[config.mk]
export PLATFORM = sky130hd
export DESIGN_NAME = control_unit
export DESIGN_NICKNAME = d
export VERILOG_FILES = /design/src/rtl/cu_pkg.sv /design/src/rtl/cu_decode.sv /design/src/rtl/control_unit.sv
export SDC_FILE = /design/constraint.sdc
export NUM_CORES = 1
export LEC_CHECK = 0
export BUFFER_PORTS_ARGS = -buffer_cell sky130_fd_sc_hd__buf_4
export CAP_MARGIN = 25
export CORE_UTILIZATION = 37
export DETAILED_ROUTE_END_ITERATION = 16
export GPL_TIMING_DRIVEN = 0
export HOLD_SLACK_MARGIN = 0.06
export PLACE_DENSITY = 0.85
export SYNTH_ARGS = -nofsm -noshare
export SYNTH_HDL_FRONTEND = slang
export SYNTH_SLANG_ARGS = --single-unit
[constraint.sdc]
create_clock -name clk -period 3.4 [get_ports clk]
set_input_delay 0.85 -clock clk [delete_from_list [all_inputs] [get_ports clk]]
set_output_delay 0.85 -clock clk [all_outputs]
set_load 0.05 [all_outputs]
[src/rtl/cu_pkg.sv]
// Shared definitions for the control unit: state codes, ALU opcodes,
// datapath select encodings and the decoded control-word bundle.
package cu_pkg;

    typedef enum logic [3:0] {
        S_RST   = 4'd0,
        S_F0    = 4'd1,
        S_F1    = 4'd2,
        S_F2    = 4'd3,
        S_DEC   = 4'd4,
        S_DP    = 4'd5,
        S_ADDR  = 4'd6,
        S_LDRD  = 4'd7,
        S_LDWB  = 4'd8,
        S_STDAT = 4'd9,
        S_STWR  = 4'd10,
        S_BR    = 4'd11
    } state_t;

    localparam logic [3:0] OP_ADD = 4'b0100;
    localparam logic [3:0] OP_SUB = 4'b0010;
    localparam logic [3:0] OP_MOV = 4'b1101;

    localparam logic [1:0] MA_RN  = 2'd0;
    localparam logic [1:0] MA_RD  = 2'd1;
    localparam logic [1:0] MA_PC  = 2'd2;

    localparam logic [1:0] MB_REG = 2'd0;
    localparam logic [1:0] MB_SHF = 2'd1;
    localparam logic [1:0] MB_MDR = 2'd2;

    localparam logic       MC_RD  = 1'b0;
    localparam logic       MC_PC  = 1'b1;

    localparam logic [1:0] MJ_RM  = 2'd0;
    localparam logic [1:0] MJ_RD  = 2'd2;

    typedef struct packed {
        logic [1:0] ma;
        logic [1:0] mb;
        logic       mc;
        logic       md;
        logic       me;
        logic       mf;
        logic       mg;
        logic       mh;
        logic [1:0] mi;
        logic [1:0] mj;
        logic [3:0] op;
        logic       rf_ld;
        logic       ir_ld;
        logic       mar_ld;
        logic       mdr_ld;
        logic       flags_ld;
        logic       mem_en;
        logic       mem_rw;
    } cu_out_t;

endpackage

[src/rtl/cu_decode.sv]
// Combinational control-word decode from the current state and ir.
// Ports: state, ir, moc in; ctl (full control word) out.
module cu_decode
    import cu_pkg::*;
(
    input  state_t      state,
    input  logic [31:0] ir,
    input  logic        moc,
    output cu_out_t     ctl
);

    // Fields of ir not consumed by the decode.
    logic unused_ir;
    assign unused_ir = ^{ir[31:26], ir[22:21], ir[19:0]};

    always_comb begin
        ctl = '0;
        unique case (state)
            S_F0: begin
                ctl.ma     = MA_PC;
                ctl.mf     = 1'b1;
                ctl.mar_ld = 1'b1;
            end
            S_F1: begin
                ctl.ma    = MA_PC;
                ctl.mb    = MB_SHF;
                ctl.md    = 1'b1;
                ctl.op    = OP_ADD;
                ctl.mc    = MC_PC;
                ctl.rf_ld = 1'b1;
            end
            S_F2: begin
                ctl.mem_en = 1'b1;
                ctl.mem_rw = 1'b1;
                // IR captures the fetched word on the completing cycle only.
                ctl.ir_ld  = moc;
            end
            S_DP: begin
                ctl.ma       = MA_RN;
                ctl.mb       = ir[25] ? MB_SHF : MB_REG;
                ctl.mj       = MJ_RM;
                ctl.mc       = MC_RD;
                // TST/TEQ/CMP/CMN only update flags.
                ctl.rf_ld    = (ir[24:23] != 2'b10);
                ctl.flags_ld = ir[20];
            end
            S_ADDR: begin
                ctl.ma     = MA_RN;
                ctl.mb     = MB_SHF;
                ctl.md     = 1'b1;
                ctl.op     = ir[23] ? OP_ADD : OP_SUB;
                ctl.mar_ld = 1'b1;
            end
            S_LDRD: begin
                ctl.mem_en = 1'b1;
                ctl.mem_rw = 1'b1;
                ctl.mdr_ld = moc;
            end
            S_LDWB: begin
                ctl.mb    = MB_MDR;
                ctl.md    = 1'b1;
                ctl.op    = OP_MOV;
                ctl.mc    = MC_RD;
                ctl.rf_ld = 1'b1;
            end
            S_STDAT: begin
                ctl.mj     = MJ_RD;
                ctl.mb     = MB_REG;
                ctl.md     = 1'b1;
                ctl.op     = OP_MOV;
                ctl.mg     = 1'b1;
                ctl.mdr_ld = 1'b1;
            end
            S_STWR: begin
                ctl.mem_en = 1'b1;
                ctl.mem_rw = 1'b0;
            end
            S_BR: begin
                ctl.ma    = MA_PC;
                ctl.mb    = MB_SHF;
                ctl.md    = 1'b1;
                ctl.op    = OP_ADD;
                ctl.mc    = MC_PC;
                ctl.rf_ld = 1'b1;
            end
            default: ctl = '0;
        endcase
    end

endmodule

[src/rtl/control_unit.sv]
// Multicycle control unit: state register and next-state logic; the
// control word comes from cu_decode. Ports: clk, rst_n, ir, cond_ok, moc
// in; datapath selects MA..MJ, op, load strobes, mem_en/mem_rw, state out.
module control_unit
    import cu_pkg::*;
(
    input  logic        clk,
    input  logic        rst_n,
    input  logic [31:0] ir,
    input  logic        cond_ok,
    input  logic        moc,
    output logic [1:0]  MA,
    output logic [1:0]  MB,
    output logic        MC,
    output logic        MD,
    output logic        ME,
    output logic        MF,
    output logic        MG,
    output logic        MH,
    output logic [1:0]  MI,
    output logic [1:0]  MJ,
    output logic [3:0]  op,
    output logic        rf_ld,
    output logic        ir_ld,
    output logic        mar_ld,
    output logic        mdr_ld,
    output logic        flags_ld,
    output logic        mem_en,
    output logic        mem_rw,
    output logic [3:0]  state
);

    state_t  cur;
    state_t  nxt;
    cu_out_t ctl;

    always_comb begin
        nxt = S_RST;
        unique case (cur)
            S_RST:   nxt = S_F0;
            S_F0:    nxt = S_F1;
            S_F1:    nxt = S_F2;
            S_F2:    nxt = moc ? S_DEC : S_F2;
            S_DEC: begin
                if (!cond_ok)                 nxt = S_F0;
                else if (ir[27:26] == 2'b00)  nxt = S_DP;
                else if (ir[27:26] == 2'b01)  nxt = S_ADDR;
                else if (ir[27:25] == 3'b101) nxt = S_BR;
                else                          nxt = S_F0;
            end
            S_DP:    nxt = S_F0;
            S_ADDR:  nxt = ir[20] ? S_LDRD : S_STDAT;
            S_LDRD:  nxt = moc ? S_LDWB : S_LDRD;
            S_LDWB:  nxt = S_F0;
            S_STDAT: nxt = S_STWR;
            S_STWR:  nxt = moc ? S_F0 : S_STWR;
            S_BR:    nxt = S_F0;
            default: nxt = S_RST;
        endcase
    end

    always_ff @(posedge clk) begin
        if (!rst_n) cur <= S_RST;
        else        cur <= nxt;
    end

    cu_decode u_decode (
        .state (cur),
        .ir    (ir),
        .moc   (moc),
        .ctl   (ctl)
    );

    assign MA       = ctl.ma;
    assign MB       = ctl.mb;
    assign MC       = ctl.mc;
    assign MD       = ctl.md;
    assign ME       = ctl.me;
    assign MF       = ctl.mf;
    assign MG       = ctl.mg;
    assign MH       = ctl.mh;
    assign MI       = ctl.mi;
    assign MJ       = ctl.mj;
    assign op       = ctl.op;
    assign rf_ld    = ctl.rf_ld;
    assign ir_ld    = ctl.ir_ld;
    assign mar_ld   = ctl.mar_ld;
    assign mdr_ld   = ctl.mdr_ld;
    assign flags_ld = ctl.flags_ld;
    assign mem_en   = ctl.mem_en;
    assign mem_rw   = ctl.mem_rw;
    assign state    = cur;

endmodule

==> out/summary.md <==
- completed — result of the run
- sky130_fd_sc_hd__buf_4 — leading area contributor after synthesis
- 6.846 um^2 — average size of a mapped cell
- 0 — count of endpoints failing hold in the final timing report
- 0 — leftover overflow at the end of global routing
- 1 — number of levels the H-tree was split into
- 1275 um — placed wire-length estimate after detailed placement
- 0 — Yosys Warn Count
- 0.4015 GHz — Highest Clock Rate
- 2.491 ns — Final min period
- 12 x sky130_fd_sc_hd__buf_4, 8 x sky130_fd_sc_hd__nor2_1, 7 x sky130_fd_sc_hd__nand2_1, 7 x sky130_fd_sc_hd__nor2b_1, 5 x sky130_fd_sc_hd__nor3_1 — commonest cells in the netlist
- 2649 um — wire length of the first global-routing pass
- 0 — EDFF count, synth
- 731 — total number of vias
- 142 — number of cells after detailed placement
- buf_4, and4bb_1, o21ai_0, o21ai_0, buf_4 — cells along the critical path
- 30.15% — met2 Usage GRT
- 89 — number of instances in the synthesized netlist
- output port — endpoint class of the critical path
- 0.4586 nW — reported leakage power
- 0 — number of max-cap violations
- 11.47 um — average wire per cell in the routed design
- primary input to output port — class of the most critical setup path
- sky130_fd_sc_hd__buf_4 15%, sky130_fd_sc_hd__dfxtp_1 13%, sky130_fd_sc_hd__nor2b_1 7.2% — Synth area leaders
- 60.84% — core utilization of the finished layout
- 25.71% — met1 Usage GRT
- 3 — number of clock buffers inserted by TritonCTS
- 42.64% — ratio of cells with drive above 1 in the final layout
- register to register — class of the most critical hold timing path
- sky130_fd_sc_hd__clkbuf_4 — clock root cell
- 1.64 ns — arrival time reported for the critical path endpoint
- 37 — distinct cell type count after synthesis
- 291.4 nW/um^2 — total power density per cell area
- 167 — Net count, final
- 32 — number of buffer cells added on primary ports
- 0.21 ns — CP peak stage delay
- 0.01144 ns — Max Clock Skew
- 609.3 um^2 — Mapped Area
- 5.041 — vias per cell
- 0 — Inserted Diodes
- 0.9058 — placer's final routability congestion estimate
- 42.58 um — die span in y
- 42.58 um — floorplan die width
- 270.2 uW — post-route total power
- 0% — fraction of registers with async set or reset after synthesis
- sky130_fd_sc_hd__buf_4 — count leader, synth
- 4 — number of detailed-route iterations in the first pass
- 11 — pin count of the biggest net entering global routing
- 1813 um^2 — Die Footprint
- 145 — Layout Cells excl Fill
- no — RSZ-0062 raised after global routing
- 0.9093 ns — final worst setup slack
- 65 — number of primary I/O pins
- met2 — GR peak layer
- 0 — total of endpoints with negative setup slack in the final report
- 5.603% — met3 Use GR
- primary input — Worst setup SP type
- sky130_fd_sc_hd__and4bb_1 — Max stage delay cell, worst path
- 927.1 um^2 — cell area after layout
- 1524 um^2 — Core Region
- 0 — count of antenna-violating nets left after detailed routing
- 0 — final routed DRC violation total
- 4 — number of flip-flops in the largest register
- 152 — fill cell instance count of the final layout
- 39.98% — starting density of the core
- 8 — violation count after the first detailed-route iteration
- sky130_fd_sc_hd__dfxtp_1 — top flip-flop cell by instance count after synthesis
- 0.5967 ns — worst hold slack across all endpoints
- 4 — post-synthesis sequential element count
- 52.16% — signed area change from the synthesized netlist to the final layout
- 0 ns — Fin Setup TNS
- 0.24 ns — worst skew pair latency
- 0 — post-CTS setup buffer count
- 0 — number of buffers inserted by hold repair at cts
- 2 — Crit Path Max Fanout
- yes — CTS tree
- 14 — num rows
- 0 — count of cells resized by post-cts repair
- 18.99% — GRT Util Overall
- 14.78% — share of the synthesized area in the top cell type
- 4 — number of clock sinks
- 0.3051 mV — maximum vdd drop
- 0.9178 ns — Post-Place Setup Slack
- 73.26% — Final period util
- 904.6 um^2 — placed inst area
- 2 — maximum buffer depth of the clock tree
- 2.55 ns — Req. time, crit path
- 1663 um — Routed WL
- 614 — number of global-route vias before repair
- 0 — final count of pins violating max slew
- 0 — antenna violations before repair
- 0.04 ns — Clock transition at path regs
- 13.14% — sequential element share of the synthesized area
-- worst max-delay path: cells and delay by family --
kind                   cells  cell delay [ns]
AOI/OAI and AO/OA          2             0.26
buffers and inverters      2             0.32
and+or+nand+nor            1             0.21
-- routing by layer --
layer	vias to the layer above	part of all wire, %	wire length (um)
li1	378	-	-
met1	326	46	772
met3	0	5.2	87
met5	-	0	0
met2	27	48	803
met4	0	0	0
-- area by class of cell --
class / count / area [um^2] / share of cell area [%]
clock buffers: 3 / 22.52 / 2.429
well taps: 16 / 20.02 / 2.159
inverters: 1 / 3.754 / 0.4049
repair buffers: 32 / 240.2 / 25.91
plain buffers: 16 / 108.9 / 11.74
flip-flops and latches: 4 / 80.08 / 8.637
multi-input cells: 73 / 451.7 / 48.72
-- cell families after synthesis --
| family | Yosys count | share of synthesized area, % |
|---|---|---|
| buf+inv | 17 | 18.48 |
| xor+xnor | 3 | 4.313 |
| compound gates | 20 | 22.38 |
| mux | 1 | 1.643 |
| other cells | 1 | 0.6154 |
| simple gates | 43 | 39.43 |
| flops | 4 | 13.14 |
-- final timing paths --
path                            start  slack, ns                   to  depth (start not counted)
setup / recovery               ir[25]       0.91                MB[0]                          5
hold reg to reg   state[0]$_SDFF_PN0_       0.60  state[3]$_SDFF_PN0_                          2
hold / removal    state[0]$_SDFF_PN0_       0.60  state[3]$_SDFF_PN0_                          2
setup reg to reg  state[3]$_SDFF_PN0_       2.11  state[1]$_SDFF_PN0_                          5
-- cell usage in the layout (no fill, tap or decap), drive strengths merged --
cell type,n
o21a,1
buf,46
xor2,1
nor2b,7
nand3,1
and3,1
a31oi,3
dfxtp,4
and2,2
nor4b,1
and3b,1
clkbuf,5
or2,1
and4bb,1
o31ai,3
xnor2,2
clkinv,1
nor3,5
nand2,7
o2bb2ai,1
o21ai,4
a21oi,4
nor2,8
a211oi,2
nand2b,4
conb,6
nor3b,1
nand4b,1
nand3b,1
o22ai,1
mux2i,1
nand4,1
o211ai,1
-- where the power goes --
| part | leakage (nW) | total [mW] | switching (mW) | internal [mW] |
|---|---|---|---|---|
| clock | 0.0138 | 0.0606 | 0.0211 | 0.0396 |
| combinational | 0.412 | 0.158 | 0.108 | 0.0506 |
| sequential | 0.0328 | 0.0511 | 0.00127 | 0.0498 |
| total | 0.459 | 0.270 | 0.130 | 0.140 |
Note: power is estimated with default switching activity, not from simulation.
